==> src/rtl/arc4_pkg.sv <==
// Shared types and helpers for the ARC4 pipeline stages.
package arc4_pkg;

  localparam int KEY_BYTES = 3;
  localparam int S_SIZE    = 256;

  typedef enum logic [3:0] {
    IDLE,
    RD_I,
    WT_I,
    CAP_I,
    WT_J,
    CAP_J,
    WR_I,
    WR_J,
    DONE
  } ksa_state_t;

  // Key byte 0 is the most significant byte of the key word.
  function automatic logic [7:0] key_byte(input logic [8*KEY_BYTES-1:0] key,
                                          input logic [1:0]             idx);
    key_byte = key[8*(KEY_BYTES-1-int'(idx)) +: 8];
  endfunction

endpackage

==> src/rtl/arc4_ksa.sv <==
// ARC4 key-scheduling stage: runs the 256-step swap loop over S held in an
// external single-port RAM with a registered address (one wait state per read).
module arc4_ksa
  import arc4_pkg::*;
#(
  parameter int KEY_BYTES = 3
) (
  input  logic                   clk,
  input  logic                   rst_n,
  input  logic                   en,
  output logic                   rdy,
  input  logic [8*KEY_BYTES-1:0] key,
  output logic [7:0]             addr,
  input  logic [7:0]             rddata,
  output logic [7:0]             wrdata,
  output logic                   wren
);

  ksa_state_t             state;
  logic [8*KEY_BYTES-1:0] key_q;
  logic [7:0]             i;
  logic [7:0]             j;
  logic [7:0]             si;
  logic [1:0]             kidx;   // i mod KEY_BYTES, tracked alongside i
  logic [7:0]             j_next;

  // New j from the S[i] value currently on the RAM output.
  always_comb begin
    j_next = j + rddata + key_byte(key_q, kidx);
  end

  // Main sequencer. Each read address is held for the read state plus both
  // following states, so rddata is sampled two cycles after it was presented.
  always_ff @(posedge clk or negedge rst_n) begin
    if (!rst_n) begin
      state  <= IDLE;
      rdy    <= 1'b1;
      wren   <= 1'b0;
      addr   <= 8'd0;
      wrdata <= 8'd0;
      i      <= 8'd0;
      j      <= 8'd0;
      si     <= 8'd0;
      kidx   <= 2'd0;
      key_q  <= '0;
    end else begin
      case (state)
        IDLE: begin
          wren <= 1'b0;
          if (rdy && en) begin
            key_q <= key;
            i     <= 8'd0;
            j     <= 8'd0;
            kidx  <= 2'd0;
            addr  <= 8'd0;
            rdy   <= 1'b0;
            state <= RD_I;
          end
        end
        RD_I: begin
          addr  <= i;
          wren  <= 1'b0;
          state <= WT_I;
        end
        WT_I: state <= CAP_I;
        CAP_I: begin
          si    <= rddata;
          j     <= j_next;
          addr  <= j_next;
          state <= WT_J;
        end
        WT_J: state <= CAP_J;
        CAP_J: begin
          addr   <= i;
          wrdata <= rddata;
          wren   <= 1'b1;
          state  <= WR_I;
        end
        WR_I: begin
          // When i==j both writes carry the same value to the same address.
          addr   <= j;
          wrdata <= si;
          wren   <= 1'b1;
          state  <= WR_J;
        end
        WR_J: begin
          wren <= 1'b0;
          if (i == 8'(S_SIZE-1)) begin
            state <= DONE;
          end else begin
            i     <= i + 8'd1;
            addr  <= i + 8'd1;
            kidx  <= (kidx == 2'(KEY_BYTES-1)) ? 2'd0 : kidx + 2'd1;
            state <= RD_I;
          end
        end
        DONE: begin
          wren  <= 1'b0;
          rdy   <= 1'b1;
          state <= IDLE;
        end
        default: begin
          wren  <= 1'b0;
          rdy   <= 1'b1;
          state <= IDLE;
        end
      endcase
    end
  end

endmodule

==> config.mk <==
export PLATFORM = sky130hd
export DESIGN_NAME = arc4_ksa
export DESIGN_NICKNAME = d
export VERILOG_FILES = /design/src/rtl/arc4_pkg.sv /design/src/rtl/arc4_ksa.sv
export SDC_FILE = /design/constraint.sdc
export NUM_CORES = 1
export LEC_CHECK = 0
export CORE_MARGIN = 5
export CORE_UTILIZATION = 40
export DETAILED_ROUTE_END_ITERATION = 10
export GPL_ROUTABILITY_DRIVEN = 0
export PLACE_DENSITY_LB_ADDON = 0.15
export SETUP_SLACK_MARGIN = 0.15
export SYNTH_ARGS = -nofsm -noshare
export SYNTH_HDL_FRONTEND = slang
export SYNTH_SLANG_ARGS = --single-unit
==> constraint.sdc <==
create_clock -name clk -period 4.3 [get_ports clk]
set_input_delay 0.86 -clock clk [delete_from_list [all_inputs] [get_ports clk]]
set_output_delay 0.86 -clock clk [all_outputs]
set_load 0.02 [all_outputs]
======== Yosys cells after proc, flatten, opt, wreduce, memory -nomap -nowiden ========
Index checks and enable logic that the tools add are counted.
storage, ports and cells
  memories kept ........................... 0
  bits in latches ......................... 0
  output and inout bits ................... 18
  flip-flop bits (word level) ............. 72
  word-level logic and storage cells ...... 59
  input port bits ......................... 35
  bits in read-only memories .............. 0
  memory bits (writable) .................. 0
operators by class
  bitwise logic cells ..................... 1
  multipliers ............................. 0
  eq/ne operators ......................... 11
  divide/modulo/power cells ............... 0
  $add $sub $neg .......................... 5
  reductions and logical operators ........ 15
  shifts and indexed selects .............. 1
  $lt $le $gt $ge ......................... 0
  mux-type cells .......................... 16
operator list
  operator             number
  $pmux 8 s2           3
  $pmux 8 s5           1
  $pmux 4 s8           1
  $shiftx 24x6->8      1
  $add 8x8->8          2
  $eq 4x3->1 const B   4
  $mux 8               2
  $add 8x1->8 const B  1
  $eq 4x2->1 const B   2
  $eq 8x8->1 const B   1
  $mux 4               2
  $reduce_or 7->1      1
  $mux 2               3
  $reduce_and 2->1     3
  $reduce_and 3->1     2
  $reduce_bool 2->1    3
  $reduce_bool 5->1    1
  $eq 4x1->1 const B   1
  $logic_not 4->1      1
  $ne 2x2->1 const B   2
  $pmux 1 s2           2
  $pmux 2 s2           1
  $reduce_or 2->1      2
  $reduce_or 3->1      1
  other kinds (6)      6

======== Logic depth before layout (Yosys ltp) ========
Gate-level depths: netlist (run 1).
  depth after elaboration ................. 4
  depth in mapped cells ................... 17
  gate-level depth less buffers ........... 14

======== Least setup slack after synthesis (run 1) ========
Ideal clock, no wire load.
  path type ............................... register -> register
  start ................................... reg kidx[0]
  end ..................................... reg addr[7]
  path buffers ............................ 3
  period minus slack after synthesis ...... 3,819 ps
  slack ................................... 481 ps
  stages on the path, launching flop included .. 17
  library setup time ...................... 124 ps
  arrival ................................. 3,695 ps
  data required time ...................... 4,176 ps
  cell sequence ........................... dfrtp_1 -> clkbuf_1 -> inv_1 -> ha_1 -> buf_2 -> buf_1 -> mux2i_1 -> nor2_1 -> a31oi_1 -> nor2_1 -> fa_1 -> fa_1 -> a211oi_1 -> o21ai_0 -> nand3_1 -> mux2i_1 -> o31a_1
on the way
  cells in the longest elaborated chain, start to end .. 4
ends and longest elaborated chain
  item                      RTL line        source
  start: declaration        arc4_ksa.sv:24  logic [1:0] kidx;
  start signal: assignment  arc4_ksa.sv:93  kidx <= (kidx == 2'(KEY_BYTES-1)) ? 2'd0 : kidx + 2'd1;
  $sub 2x2->3               arc4_pkg.sv:22  key_byte = key[8*(KEY_BYTES-1-int'(idx)) +: 8];
  $shiftx 24x6->8           arc4_pkg.sv:22
  $add 8x8->8               arc4_ksa.sv:29  j_next = j + rddata + key_byte(key_q, kidx);
  $pmux 8 s5                arc4_ksa.sv:47  case (state)
  end signal: assignment    arc4_ksa.sv:61  addr <= i;
  end signal: assignment    arc4_ksa.sv:69  addr <= j_next;
  end signal: assignment    arc4_ksa.sv:74  addr <= i;
  end: declaration          arc4_ksa.sv:13  output logic [7:0] addr,
No other way between the ends.
A chain may end at the register's enable or synchronous reset.

======== Final worst setup path (run 1) ========
  start ................................... reg kidx[1]
  end ..................................... reg addr[7]
Same word-level chain as after synthesis.

==> results of run 1 <==
## area by class of cell
type	count	share of cell area (%)
multi-input cells	279	40.56
flip-flops and latches	72	37.30
repair buffers	57	11.44
well taps	133	3.443
clock inverters	7	2.977
clock buffers	9	2.563
inverters	22	1.709
## cells in the mapped netlist (2+ instances only)
library cell | instances | area, um^2
dfrtp_1 | 71 | 1777
a211oi_1 | 3 | 22.52
o21ai_0 | 34 | 170.2
nor2_1 | 26 | 97.59
nor2b_1 | 3 | 18.77
nand2b_1 | 4 | 25.02
buf_2 | 5 | 25.02
a31o_2 | 2 | 17.52
a21oi_1 | 13 | 65.06
a22o_1 | 2 | 17.52
xor2_1 | 4 | 35.03
mux2i_1 | 13 | 130.1
clkbuf_1 | 11 | 41.29
xnor2_1 | 7 | 61.31
o22ai_1 | 2 | 12.51
a221oi_1 | 2 | 17.52
o21a_1 | 2 | 15.01
and2_1 | 3 | 18.77
nand3_1 | 19 | 95.09
a22oi_1 | 5 | 37.54
or3_1 | 3 | 18.77
o211ai_1 | 3 | 22.52
a21o_1 | 5 | 37.54
or2_2 | 2 | 12.51
nand2_1 | 47 | 176.4
ha_1 | 10 | 125.1
inv_1 | 22 | 82.58
fa_1 | 8 | 160.2
buf_1 | 4 | 15.01
mux2_2 | 26 | 292.8
a31oi_1 | 6 | 37.54
and3_1 | 3 | 18.77
## routing by layer
metal  up-vias  GRT usage, %
li1       1471             -
met1      1465         22.07
met2        62         25.83
met3        10         4.500
met4         0         4.185
met5         -             0
## flip-flops by register name, indices dropped and copies added, names as in the netlist
signal,cells
addr,8
i,8
j,8
key_q,24
kidx,2
rdy,1
si,8
state,4
wrdata,8
wren,1
## stage by stage
| step | hold slack, ns | worst slack, ns | util (%) |
|---|---|---|---|
| 2_1_floorplan | 0.4454 | 0.4811 | - |
| 3_3_place_gp | 0.4606 | 0.6144 | 47.14 |
| 3_5_place_dp | 0.4621 | 0.5556 | 47.14 |
| 4_1_cts | 0.4837 | 0.5588 | 49.91 |
| 5_1_grt | 0.5114 | 0.2370 | 49.91 |
| 6_report | 0.4812 | 0.5563 | 49.91 |
## power by group
group          leakage, nW  internal (W)  total [W]  switching [W]
clock                0.126      0.000445   0.000723       0.000279
sequential           0.861      0.000681   0.000686     0.00000484
combinational         1.24     0.0000497  0.0000937      0.0000441
## worst max path at each step
stage / from / end / slack (ns)
after detailed placement: rddata[1] / addr[7] / 0.56
final: kidx[1] / addr[7] / 0.56
after global placement: rddata[1] / addr[7] / 0.61
after CTS: kidx[1] / addr[7] / 0.56
after global routing: kidx[1] / addr[7] / 0.24
after floorplan: kidx[0] / addr[7] / 0.48
## critical path: stages (launching register included)
cell and delay, ns:
dfrtp_1 0.38, inv_1 0.07, ha_1 0.43, buf_4 0.24, mux2i_1 0.21, nor2_1 0.06
a31oi_1 0.14, nor2_1 0.10, fa_1 0.50, fa_1 0.49, a211oi_1 0.34, o21ai_0 0.19
nand3_1 0.11, mux2i_1 0.10, o31a_1 0.28
## logic make-up (layout without fill, tap and decap cells)
group,after synthesis,in the layout
muxes,39,39
AOI/OAI and AO/OA,88,88
buffers and inverters,43,95
DFF,72,72
adders and majority gates,18,18
xor gates and xnor gates,11,11
and+or+nand+nor,123,123
==> flow_summary.yaml, run 1 <==
synth:
  synth.area.mux_share_pct: 10.74
  synth-xor-area-share_pct: 2.446
  synth_compound_area_share_pct: 14.04
  synth_edf_count: 0
  synth_seq_cells: 72
  yosysSeqAreaShare_pct: 45.78
  syn_area_um2: 3939
  synth_warnings: 0
  yosysUniqueCellTypes: 56
  yosys.area_share.simple_pct: 15.31
  syn_inst: 394
  async_reset_ff_share_pct: 100.0
  synthFlopType: "dfrtp_1"
  synth_top_family_by_area: "simple AND/OR/NAND/NOR gates"
  synth_fa_ha_area_share_pct: 7.243
  syn_nets: 447
  syn_area_per_cell_um2: 9.997
grt:
  antenna_found_initial: 0
  grt_max_degree: 38
  grtUsageTotal_pct: 16.28
  grt_pass1_wl_um: 15010
  grt_overflow_total: 0
  grt_pass1_vias: 2966
clock_network:
  cts_tree: "built"
  postCtsSetupRepairBufs: 0
  cts_sinks: 72
  clkSlewWorstSetupHoldPaths_ns: 0.09
  cts_buffers: 9
  htreeDepth: 3
  cts_resized: 0
  clock_latency_ns: 0.36
  ctsHoldBuffers: 0
  cts_root_buf: "clkbuf_8"
  cts_buffer_depth: 2
floorplanning:
  die_w_um: 109.2
  initial_core_util_pct: 40.67
  row_count: 36
  io-pin-count: 53
  core_um2: 9684
  die_h_um: 109.2
  dieArea_um2: 11930
route:
  via_count: 3008
  wl_met1_um: 4062
  ant_nets: 0
  wire_per_inst_um: 15.23
  wl_met2_um: 4220
  top_layer: "met4"
  firstDrtPassIters: 4
  drc: 0
  via_per_inst: 5.195
  wl_met3_um: 438
  drt_iter0_markers: 157
  routed_wl_um: 8816
power_and_ir_drop:
  p_leak_nw: 2.224
  cellPowerDensity_nw_per_um2: 311.0
  peakVddDrop_v: 0.0001631
  total_power_w: 0.001503
layout:
  seq_area_um2: 1803
  final_common_cell: "dfrtp_1"
  final_nets: 494
  final_cell_mix: "71 x dfrtp_1, 51 x clkdlybuf4s50_1, 47 x nand2_1"
  nFillCells: 929
  area_growth_pct: 22.71
  design_area_um2: 4833
  fin_cells: 579
  multi_input_comb_area_um2: 1961
  drive_above_1_share_pct: 13.00
  diodes: 0
hold_path:
  hold_depth: 2
  min-delay-start: "si[2]"
  hold_path_end: "si[2]"
  hold_class: "reg2reg"
timing:
  period_minus_slack_ns: 3.744
  rsz0062_at_grt: "no"
  final.setup.tns_ns: 0
  finalCritPeriodShare_pct: 87.06
  hold_violations: 0
  slew_violations: 0
  fmax_mhz: 267.1
  fin_skew_ns: 0.01227
  slew_headroom_pct: 38.49
  worst_slew_pin_slew_ns: 0.9165
  setup_violations: 0
setup_path:
  worstPathArrival_ns: 3.99
  cp-start-kind: "register"
  r2r_slack_ns: 0.56
  worstPathMaxFanout: 10
  r2r-end: "addr[7]"
  required_ns: 4.54
  worstReg2RegStart: "kidx[1]"
  cp-end-kind: "register"
  worstSetupPathType: "reg2reg"
  ff2ff_path_depth: 14
placement:
  dp_hpwl_um: 6397
  io_buffers: 52
  place_area_um2: 4566
  placed_cells: 563
job:
  maxCapViolations: 0
status:
  status: "complete, no violations"
Power figures use the tool's default switching activity.
==> inputs of run 2 (changes only) <==
- DONT_BUFFER_PORTS: default -> 1
- PLACE_DENSITY_LB_ADDON: 0.15 -> default
==> run 2 against run 1 <==
  * Register-to-register slack better by 0.08 ns
  * Maximum frequency is 2.1% higher
  * Sequential share of layout area up 5.0 points
  * Clock power is 17% lower
  * Total power is 11% lower
  * Flip-flop and latch count unchanged
  * Utilization down 5.9 points
  * Sequential power about the same
  * First-iteration DRC count is 14% lower
  * Die area did not move
  * Wire length up 1.5%
  * Via count fell by 6.0%
  * Critical endpoint unchanged
  * Largest cell class unchanged
==> flow_summary.yaml, run 2 (synthesis gave the netlist of run 1 again) <==
clock_network:
  cts_buffers: 9
  cts_tree: "built"
  postCtsSetupRepairBufs: 0
  cts_root_buf: "clkbuf_8"
  cts_sinks: 72
  cts_resized: 0
  clock_latency_ns: 0.35
  htreeDepth: 3
  ctsHoldBuffers: 0
  clkSlewWorstSetupHoldPaths_ns: 0.09
  cts_buffer_depth: 2
timing:
  worst_slack_ns: 0.6344
  slew_violations: 0
  setup_violations: 0
  finalCritPeriodShare_pct: 85.25
  fmax_mhz: 272.8
  final.setup.tns_ns: 0
  fin_skew_ns: 0.009632
  rsz0062_at_grt: "no"
  period_minus_slack_ns: 3.666
  worst_slew_pin_slew_ns: 1.096
  hold_violations: 0
  hold_slack_ns: 0.1945
  slew_headroom_pct: 26.95
power_and_ir_drop:
  power_frac_seq_pct: 51.8
  cellPowerDensity_nw_per_um2: 312.3
  p_clk_share_pct: 44.8
  p_int_w: 0.001028
  p_leak_nw: 1.990
  switching_share_pct: 22.78
  peakVddDrop_v: 0.0001440
  p_comb_share_pct: 3.4
  switching_power_w: 0.0003032
floorplanning:
  io-pin-count: 53
  dieArea_um2: 11930
  initial_core_util_pct: 40.67
  die_h_um: 109.2
  row_count: 36
  core_um2: 9684
  die_w_um: 109.2
layout:
  regMostFlops: "key_q"
  final_cell_mix: "71 x dfrtp_1, 47 x nand2_1, 33 x o21ai_0"
  final_common_cell: "dfrtp_1"
  nFillCells: 937
  largest_reg_flops: 24
  drive_above_1_share_pct: 14.25
  diodes: 0
  area_growth_pct: 8.227
  final_nets: 441
setup_path:
  cpMaxStageDelayCell: "ha_1"
  path_buf_inv: 2
  path_delay_family: "adder cells"
  cp-start-kind: "register"
  cp_slowest_stage_delay_ns: 0.49
  worstPathMaxFanout: 9
  worstReg2RegStart: "kidx[1]"
  crit_path_cell_trace: "inv_1, ha_1, mux2i_1, o21ai_0, nand2b_1, fa_1, inv_1, ha_1, fa_1, a211oi_1, o21ai_0, nand3_1, mux2i_1, o31a_1"
  worstPathArrival_ns: 3.90
  worstSetupPathType: "reg2reg"
  required_ns: 4.54
  cp-end-kind: "register"
  r2r_slack_ns: 0.63
  startpoint: "kidx[1]"
placement:
  dp_hpwl_um: 6529
  dp_slack_ns: 0.6553
  io_buffers: 0
status:
  status: "complete, no violations"
route:
  via_per_inst: 5.378
  via_count: 2829
  drc: 0
  wl_met1_um: 3903
  top_layer: "met4"
  routed_wl_um: 8952
  wl_met2_um: 4262
  drt_iter0_markers: 135
  wire_per_inst_um: 17.02
  ant_nets: 0
  firstDrtPassIters: 4
  wl_met3_um: 600
grt:
  grt_pass1_wl_um: 14970
  grt_overflow_total: 0
  grt_max_degree: 73
  grt_pass1_vias: 2990
  grtUsageTotal_pct: 16.24
  antenna_found_initial: 0
job:
  maxCapViolations: 0
hold_path:
  hold_class: "in2async"
run 2: changes by cell type in the layout (fill, tap and decap cells not counted):
| cell | change |
|---|---|
| clkdlybuf4s50_1 | -51 |
| bufinv_16 | -2 |
| buf_2 | -1 |
| buf_4 | -1 |
| clkinv_2 | +1 |
| clkinvlp_4 | +1 |
run 2: layout make-up:
class	instances	area [um^2]	area share, %
Timing Repair Buffer	4	30.03	0.7044
Inverter	22	82.58	1.937
Tap cell	133	166.4	3.904
Multi-Input combinational cell	279	1961	45.99
Clock buffer	9	123.9	2.906
Sequential cell	72	1803	42.30
Clock inverter	7	96.34	2.260
run 2: worst paths after layout:
kind	endpoint	depth (start not counted)
worst max-delay path	addr[7]	14
worst min-delay path	wren	0
worst min register to register	si[2]	2
worst max register to register	addr[7]	14
min in group clk	si[2]	2
max in group asynchronous	rdy	0
run 2: layer usage:
layer | vias up | track usage, %
met2 | 67 | 26.71
li1 | 1363 | -
met4 | 0 | 5.877
met3 | 13 | 4.914
met1 | 1386 | 20.19
met5 | - | 0
run 2: power by group through the flow:
stage          clock network (W)  logic [W]  registers [W]
2_1_floorplan                  0  0.0000340       0.000701
3_3_place_gp                   0  0.0000425       0.000703
3_5_place_dp                   0  0.0000442       0.000703
4_1_cts                 0.000612  0.0000443       0.000690
5_1_grt                 0.000645  0.0000508       0.000691
6_report                0.000597  0.0000448       0.000689
run 2: through the flow:
stage | cells | instance area, um^2 | utilization [%] | total power (W)
after floorplan | 394 | 3939 | - | 0.0007346
after global placement | 510 | 4043 | 41.74 | 0.0007458
after detailed placement | 510 | 4043 | 41.74 | 0.0007474
after CTS | 526 | 4263 | 44.02 | 0.001346
after global routing | 526 | 4263 | 44.02 | 0.001386
final | 526 | 4263 | 44.02 | 0.001331
